[config.mk]
export PLATFORM = sky130hd
export DESIGN_NAME = spi_cmd_receiver
export DESIGN_NICKNAME = d
export VERILOG_FILES = /design/src/rtl/spi_cmd_receiver.sv
export SDC_FILE = /design/constraint.sdc
export NUM_CORES = 1
export LEC_CHECK = 0
export CELL_PAD_IN_SITES_DETAIL_PLACEMENT = 0
export CELL_PAD_IN_SITES_GLOBAL_PLACEMENT = 1
export CORE_UTILIZATION = 23
export CTS_CLUSTER_DIAMETER = 100
export DETAILED_ROUTE_END_ITERATION = 6
export HOLD_SLACK_MARGIN = 0.08
export PLACE_DENSITY_LB_ADDON = 0.1
export SLEW_MARGIN = 20
export SYNTH_ARGS = -nofsm -noshare
export SYNTH_HDL_FRONTEND = slang
export SYNTH_SLANG_ARGS = --single-unit
[constraint.sdc]
create_clock -name clock -period 7.2 [get_ports clock]
set_input_delay 1.44 -clock clock [delete_from_list [all_inputs] [get_ports clock]]
set_output_delay 1.44 -clock clock [all_outputs]
set_load 0.005 [all_outputs]
[src/rtl/spi_cmd_receiver.sv]
// SPI slave receive path with command/payload framer and output FIFO.
// Optional SPI_RX_STATS_EN adds saturating rx_words / drop_count ports.
module spi_cmd_receiver #(
    parameter int              DATA_W      = 8,
    parameter int              IDX_W       = 16,
    parameter int              SYNC_STAGES = 2,
    parameter int              CPOL        = 0,
    parameter int              CPHA        = 0,
    parameter int              FIFO_DEPTH  = 4,
    parameter logic [DATA_W-1:0] CMD0_CODE = 'h01,
    parameter int              CMD0_LEN    = 513,
    parameter logic [DATA_W-1:0] CMD1_CODE = 'h02,
    parameter int              CMD1_LEN    = 6
) (
    input  logic              clock,
    input  logic              reset,
    input  logic              cs_n,
    input  logic              sck,
    input  logic              mosi,
    output logic              out_valid,
    input  logic              out_ready,
    output logic              out_is_cmd,
    output logic [DATA_W-1:0] out_cmd,
    output logic [IDX_W-1:0]  out_index,
    output logic [DATA_W-1:0] out_data,
    output logic              overflow,
    output logic              frame_error
`ifdef SPI_RX_STATS_EN
    ,
    output logic [31:0]       rx_words,
    output logic [15:0]       drop_count
`endif
);

    localparam int CW = $clog2(DATA_W + 1);
    localparam int AW = $clog2(FIFO_DEPTH);
    localparam int EW = 1 + 2 * DATA_W + IDX_W;
    localparam logic IDLE = (CPOL != 0);
    localparam logic [0:0] ST_CMD  = 1'b0;
    localparam logic [0:0] ST_DATA = 1'b1;
    localparam logic [IDX_W:0] LEN0 = (IDX_W + 1)'(CMD0_LEN);
    localparam logic [IDX_W:0] LEN1 = (IDX_W + 1)'(CMD1_LEN);

    if (SYNC_STAGES < 2) begin : g_chk_sync
        $error("SYNC_STAGES must be at least 2");
    end
    if (FIFO_DEPTH < 2 || (FIFO_DEPTH & (FIFO_DEPTH - 1)) != 0) begin : g_chk_fifo
        $error("FIFO_DEPTH must be a power of two >= 2");
    end
    if (CMD0_LEN < 0 || (CMD0_LEN >> (IDX_W + 1)) != 0) begin : g_chk_len0
        $error("CMD0_LEN does not fit IDX_W+1 bits");
    end
    if (CMD1_LEN < 0 || (CMD1_LEN >> (IDX_W + 1)) != 0) begin : g_chk_len1
        $error("CMD1_LEN does not fit IDX_W+1 bits");
    end

    logic [SYNC_STAGES-1:0] sck_sync, cs_sync, mosi_sync;
    logic sck_s, cs_s, mosi_s, sck_d, cs_d, armed;
    logic sample, cs_rise, word_done;

    assign sck_s  = sck_sync[SYNC_STAGES-1];
    assign cs_s   = cs_sync[SYNC_STAGES-1];
    assign mosi_s = mosi_sync[SYNC_STAGES-1];

    // cs_n sync resets low so a select held low through reset never arms
    always_ff @(posedge clock) begin
        if (reset) begin
            sck_sync  <= {SYNC_STAGES{IDLE}};
            cs_sync   <= '0;
            mosi_sync <= '0;
            sck_d     <= IDLE;
            cs_d      <= 1'b0;
            armed     <= 1'b0;
        end else begin
            sck_sync  <= {sck_sync[SYNC_STAGES-2:0], sck};
            cs_sync   <= {cs_sync[SYNC_STAGES-2:0], cs_n};
            mosi_sync <= {mosi_sync[SYNC_STAGES-2:0], mosi};
            sck_d     <= sck_s;
            cs_d      <= cs_s;
            if (cs_s) armed <= 1'b1;
        end
    end

    assign cs_rise = cs_s && !cs_d;
    assign sample  = armed && !cs_s &&
                     ((CPOL == CPHA) ? (sck_s && !sck_d) : (!sck_s && sck_d));

    logic [DATA_W-1:0] shift, word;
    logic [CW-1:0]     bit_cnt;

    assign word      = {shift[DATA_W-2:0], mosi_s};
    assign word_done = sample && (bit_cnt == CW'(DATA_W - 1));

    always_ff @(posedge clock) begin
        if (reset) begin
            shift   <= '0;
            bit_cnt <= '0;
        end else if (cs_rise) begin
            bit_cnt <= '0;
        end else if (sample) begin
            shift   <= word;
            bit_cnt <= word_done ? '0 : bit_cnt + CW'(1);
        end
    end

    logic [0:0]        state;
    logic [DATA_W-1:0] cur_cmd;
    logic [IDX_W-1:0]  idx;
    logic [IDX_W:0]    remaining, len;
    logic [EW-1:0]     entry;

    always_comb begin
        len = '0;
        if (word == CMD0_CODE) len = LEN0;
        else if (word == CMD1_CODE) len = LEN1;
        if (state == ST_CMD) entry = {1'b1, word, {IDX_W{1'b0}}, word};
        else entry = {1'b0, cur_cmd, idx, word};
    end

    // framing advances on every word, kept or dropped
    always_ff @(posedge clock) begin
        if (reset) begin
            state       <= ST_CMD;
            cur_cmd     <= '0;
            idx         <= '0;
            remaining   <= '0;
            frame_error <= 1'b0;
        end else begin
            frame_error <= cs_rise && (bit_cnt != '0 || state == ST_DATA);
            if (cs_rise) begin
                state <= ST_CMD;
            end else if (word_done) begin
                if (state == ST_CMD) begin
                    if (len != '0) begin
                        state     <= ST_DATA;
                        remaining <= len;
                        idx       <= '0;
                        cur_cmd   <= word;
                    end
                end else begin
                    idx       <= idx + IDX_W'(1);
                    remaining <= remaining - (IDX_W + 1)'(1);
                    if (remaining == (IDX_W + 1)'(1)) state <= ST_CMD;
                end
            end
        end
    end

    logic [EW-1:0] mem [FIFO_DEPTH];
    logic [AW:0]   wr_ptr, rd_ptr;
    logic          full, empty, pop, accept, drop;
    logic [EW-1:0] head;

    assign empty  = (wr_ptr == rd_ptr);
    assign full   = (wr_ptr[AW] != rd_ptr[AW]) &&
                    (wr_ptr[AW-1:0] == rd_ptr[AW-1:0]);
    assign pop    = out_valid && out_ready;
    assign accept = word_done && (!full || pop);
    assign drop   = word_done && full && !pop;
    assign head   = mem[rd_ptr[AW-1:0]];

    always_ff @(posedge clock) begin
        if (accept) mem[wr_ptr[AW-1:0]] <= entry;
    end

    always_ff @(posedge clock) begin
        if (reset) begin
            wr_ptr   <= '0;
            rd_ptr   <= '0;
            overflow <= 1'b0;
        end else begin
            if (accept) wr_ptr <= wr_ptr + (AW + 1)'(1);
            if (pop) rd_ptr <= rd_ptr + (AW + 1)'(1);
            overflow <= drop;
        end
    end

    assign out_valid = !empty;
    assign {out_is_cmd, out_cmd, out_index, out_data} = out_valid ? head : '0;

`ifdef SPI_RX_STATS_EN
    always_ff @(posedge clock) begin
        if (reset) begin
            rx_words   <= '0;
            drop_count <= '0;
        end else begin
            if (word_done && rx_words != '1) rx_words <= rx_words + 32'd1;
            if (drop && drop_count != '1) drop_count <= drop_count + 16'd1;
        end
    end
`endif

endmodule

Word-level counts from Yosys, hierarchy flattened:

Memory sizes are Yosys's and may differ from the RTL's. A register that Yosys moved wholly into a read port is not among the register bits.
Cells that the tools add are included.

* $add $sub $neg: 5
* bitwise logic cells: 2
* reductions and logical operators: 26
* mux-type cells: 16
* equal/unequal tests: 7

Operators by type and width (count)
* 2-to-1 mux 33 bit: 2
* 2-to-1 mux 17 bit: 2
* 2-to-1 mux 16 bit: 2
* == test 17 x 1 -> 1 bit, second input constant: 1
* nonzero test 17 bit: 1
* subtractor 17 x 1 -> 17 bit, second input constant: 1
* adder 16 x 1 -> 16 bit, second input constant: 1
* logical AND 1 bit: 11
* 2-to-1 mux 10 bit: 1
* == test 8 x 1 -> 1 bit, second input constant: 1
* == test 8 x 2 -> 1 bit, second input constant: 1
* adder 3 x 1 -> 3 bit, second input constant: 2
* logical NOT 1 bit: 6
* 2-to-1 mux 1 bit: 5
* adder 4 x 1 -> 4 bit, second input constant: 1
* == test 4 x 3 -> 1 bit, second input constant: 1
* 2-to-1 mux 2 bit: 2
* 2-to-1 mux 4 bit: 1
* AND reduction 4 bit: 1
* nonzero test 4 bit: 1
* == test 3 bit: 1
* 2-to-1 mux 3 bit: 1
* AND reduction 3 bit: 1
* == test 2 bit: 1
* other kinds (6): 8

* memory bits (writable): 132
* logic and storage cells: 73
* flip-flop bits (word level): 70
* output and inout port bits: 36
* memories: 1

Memory list
* mem: depth 4, width 33, read ports 1, clocked after memory_dff 1, write ports 1, line 149 `logic [EW-1:0] mem [FIFO_DEPTH];`

Longest topological paths before layout:

* word-level depth: 7
* mapped depth: 7
* depth with buffers taken out: 6

Worst setup path before layout:

OpenSTA, ideal clock, no wires.

* path kind: input-to-reg
* start: input port out_ready
* end: memory mem[0][0] (netlist name), enable pin
* cell stages on the path: 3
* arrival: 2.620 ns
* slack: 4.171 ns
* library setup time: 0.409 ns
* cell sequence: or4_1 buf_2 and3_1

* cells in the longest elaborated chain, start to end: 5

Ends and longest elaborated chain
* start: declaration: line 21 `input logic out_ready,`
* logical AND 1 bit: line 157 `assign pop = out_valid && out_ready;`
* logical OR 1 bit: line 158 `assign accept = word_done && (!full || pop);`
* logical AND 1 bit: line 158
* 2-to-1 mux 1 bit: line 163 `if (accept) mem[wr_ptr[AW-1:0]] <= entry;`
* 2-to-1 mux 1 bit (not written as such): line 163
* end: declaration: line 149

No other way between the ends.

==> results.py <==
metrics = {
    "global_routing": {
        "first_global_vias": 5815,
        "grt_pass1_wl_mm": 34.3,
        "antenna_found_initial": 0,
        "grt_overflow_total": 0,
        "track_usage_pct": 11.3,
        "grt_max_degree": 59,
    },
    "sta": {
        "period_needed_ns": 4.27,
        "rsz0062_at_grt": "false",
        "worst_pin_slew_ns": 0.752,
        "max_freq_mhz": 234,
        "period_share_pct": 59.3,
        "setup_viol_count_final": 0,
        "relSlewSlack_pct": 49.9,
        "finalSetupTns_ns": 0,
        "final_max_slew_viol_count": 0,
        "clock_skew_ns": 0.0122,
        "hold_violations": 0,
    },
    "critical_path": {
        "r2r-start": "cs_sync[1]",
        "arrival_ns": 2.83,
        "rrSetupSlack_ns": 4.33,
        "crit_type": "reg -> out",
        "cp.buffers_inverters": 2,
        "slowest_stage": "mux4_2",
        "end_kind": "output port",
        "worstPathMaxFanout": 25,
        "cp.required_ns": 5.76,
        "crit_family": "buffers and inverters",
        "cp-start-kind": "flip-flop",
        "crit_chain": "buf_4 -> mux4_2 -> and2_1 -> clkdlybuf4s50_1",
        "max_stage_delay_ns": 0.57,
    },
    "final_layout": {
        "nNetsFinal": 721,
        "nFillCells": 3892,
        "drive_above_1_share_pct": 14.6,
        "diodes": 0,
        "multi_input_area_um2": 3210,
        "area_delta_synth_final_pct": 19.7,
        "register_area_um2": 5410,
        "fin_util_pct": 28.1,
    },
    "clock_network": {
        "clkSinkCount": 204,
        "htree_levels": 1,
        "cts_inserted_buffers": 25,
        "ctsHoldBuffers": 0,
        "cts_tree": "yes",
        "path_clk_slew_ns": 0.06,
        "cts_resized": 0,
        "clk_path_buf_depth": 3,
        "post_cts_buffers": 0,
        "cts_root_buf": "clkbuf_16",
        "clk_latency_ns": 0.53,
    },
    "synthesis": {
        "ys_ff_latch": 204,
        "ys_seq_area_share_pct": 60.9,
        "yosys_warnings": 0,
        "synth_cell_type_count": 49,
        "netlist_area_um2": 8870,
        "synth_fp_nets": 690,
        "synthCells": 674,
        "avgSynthCellArea_um2": 13.2,
    },
    "worst_hold_path": {
        "hold_path_class": "reg -> reg",
        "min_from": "sck_sync[0]",
    },
    "die": {
        "core_um2": 37800,
        "dieArea_um2": 39400,
        "ios": 42,
        "dieHeight_um": 198,
        "start_util_pct": 23.4,
        "die_w_um": 198,
        "core.rowCount": 71,
    },
    "flow_run": {
        "maxCapViolCount": 0,
    },
    "route": {
        "dr.pass1.iters": 4,
        "vias": 5508,
        "drc": 0,
        "via_per_inst": 4.46,
        "wl_mm": 21.3,
        "drtIter0Drc": 316,
        "ant_nets": 0,
        "post_drt_wl_per_cell_um": 17.2,
    },
    "placed_design": {
        "gp_congestion": 0.674,
        "dp_hpwl_mm": 12.8,
        "io_buffer_count": 41,
    },
    "power_and_ir_drop": {
        "irDropWorstVdd_uv": 97.6,
        "p_total_mw": 2.51,
        "p_per_area_nw_per_um2": 236,
        "p_leak_nw": 3.53,
    },
    "run_status": {
        "status": "finished, final reports clean",
    },
}
[synth_stat cells (all sizes together)]
cell type	number	area, um2
o21ai	32	160
dfxtp	72	1440
a32o	1	10.0
edfxtp	132	3960
nor3	13	70.1
buf	19	91.3
nor2b	11	68.8
o311ai	1	8.76
or2	1	6.26
ha	10	125
and3	11	73.8
nand3b	2	15.0
mux2	8	93.8
xnor2	3	26.3
or4	6	48.8
mux2i	24	240
xor2	6	52.6
and4bb	1	12.5
or3	5	31.3
nand4bb	1	11.3
o211ai	23	173
nand2	29	109
nor4	20	176
inv	13	48.8
o31ai	7	66.3
a311oi	1	8.76
and2	50	313
nand2b	6	37.5
mux4	33	743
nand4b	2	17.5
clkbuf	30	113
a21oi	23	115
nor4b	5	50.0
nor2	40	150
nand4	8	50.1
a31oi	3	25.0
and4	2	17.5
nand3	18	90.1
o41ai	2	17.5
[metrics by stage]
step,cell area [um2],worst slack (ns),instances,hold slack (ns)
global route,10600,2.70,1235,0.457
finish,10600,2.93,1235,0.435
CTS,10600,2.81,1235,0.439
global placement,9810,3.42,1189,0.426
floorplan,8870,4.17,674,0.414
detailed placement,9810,3.40,1189,0.425
[cell type report]
type                       count  share of cell area (%)
clock inverter                15                    1.59
multi-input combinational    408                    30.3
inverter                      13                   0.459
tap                          511                    6.02
sequential                   204                    50.9
timing repair buffer          53                    4.66
clock buffer                  31                    6.10
[worst paths after layout]
| check | end | cells past startpoint |
|---|---|---|
| worst min-delay path | sck_sync[1] | 1 |
| worst max register to register | wr_ptr[2] | 4 |
| worst min register to register | sck_sync[1] | 1 |
| worst max-delay path | out_index[5] | 4 |
[registers in the layout (all words and copies together) (netlist names), named ones only]
| register | flops |
|---|---|
| idx | 16 |
| frame_error | 1 |
| cs_d | 1 |
| sck_sync | 2 |
| wr_ptr | 3 |
| state | 1 |
| overflow | 1 |
| armed | 1 |
| remaining | 17 |
| mosi_sync | 2 |
| rd_ptr | 3 |
| cur_cmd | 8 |
| mem | 132 |
| shift | 7 |
| sck_d | 1 |
| cs_sync | 2 |
| bit_cnt | 4 |
[metal layers]
| layer | share of wire (%) | GRT usage (%) | up-vias |
|---|---|---|---|
| li1 | - | - | 2615 |
| met1 | 46 | 14.7 | 2778 |
| met2 | 48 | 19.3 | 89 |
| met3 | 4.1 | 1.93 | 26 |
| met4 | 1.7 | 2.93 | 0 |
| met5 | 0 | 0 | - |
[cells in the final DEF, fill, tap and decap left out, types with 7 or more instances in the layout]
cell type / synthesis / routed
edfxtp_1: 132 / 132
dfxtp_1: 72 / 70
and2_1: 50 / 50
nor2_1: 40 / 40
clkdlybuf4s50_1: 0 / 40
mux4_2: 33 / 33
o21ai_0: 32 / 32
nand2_1: 29 / 29
clkbuf_16: 0 / 25
mux2i_1: 24 / 24
o211ai_1: 23 / 23
a21oi_1: 23 / 23
nand3_1: 18 / 18
nor4_1: 16 / 16
inv_1: 13 / 13
nor3_1: 12 / 12
buf_4: 0 / 12
nor2b_1: 11 / 11
and3_1: 10 / 10
ha_1: 10 / 10
nand4_1: 8 / 8
mux2_2: 7 / 7
clkinv_2: 0 / 7
[kinds of logic after synthesis]
family	Yosys count	synth area share [%]
flops	204	60.9
xor+xnor	9	0.888
compound gates	93	6.59
simple gates	231	15.2
fa+ha+maj	10	1.41
buf+inv	62	2.85
mux	65	12.1
[where the power goes]
part,total [mW],internal (mW),switching (mW)
clock,1.24,0.751,0.493
combinational,0.0275,0.00894,0.0185
sequential,1.24,1.23,0.00176
Power figures use the tool's default switching activity.
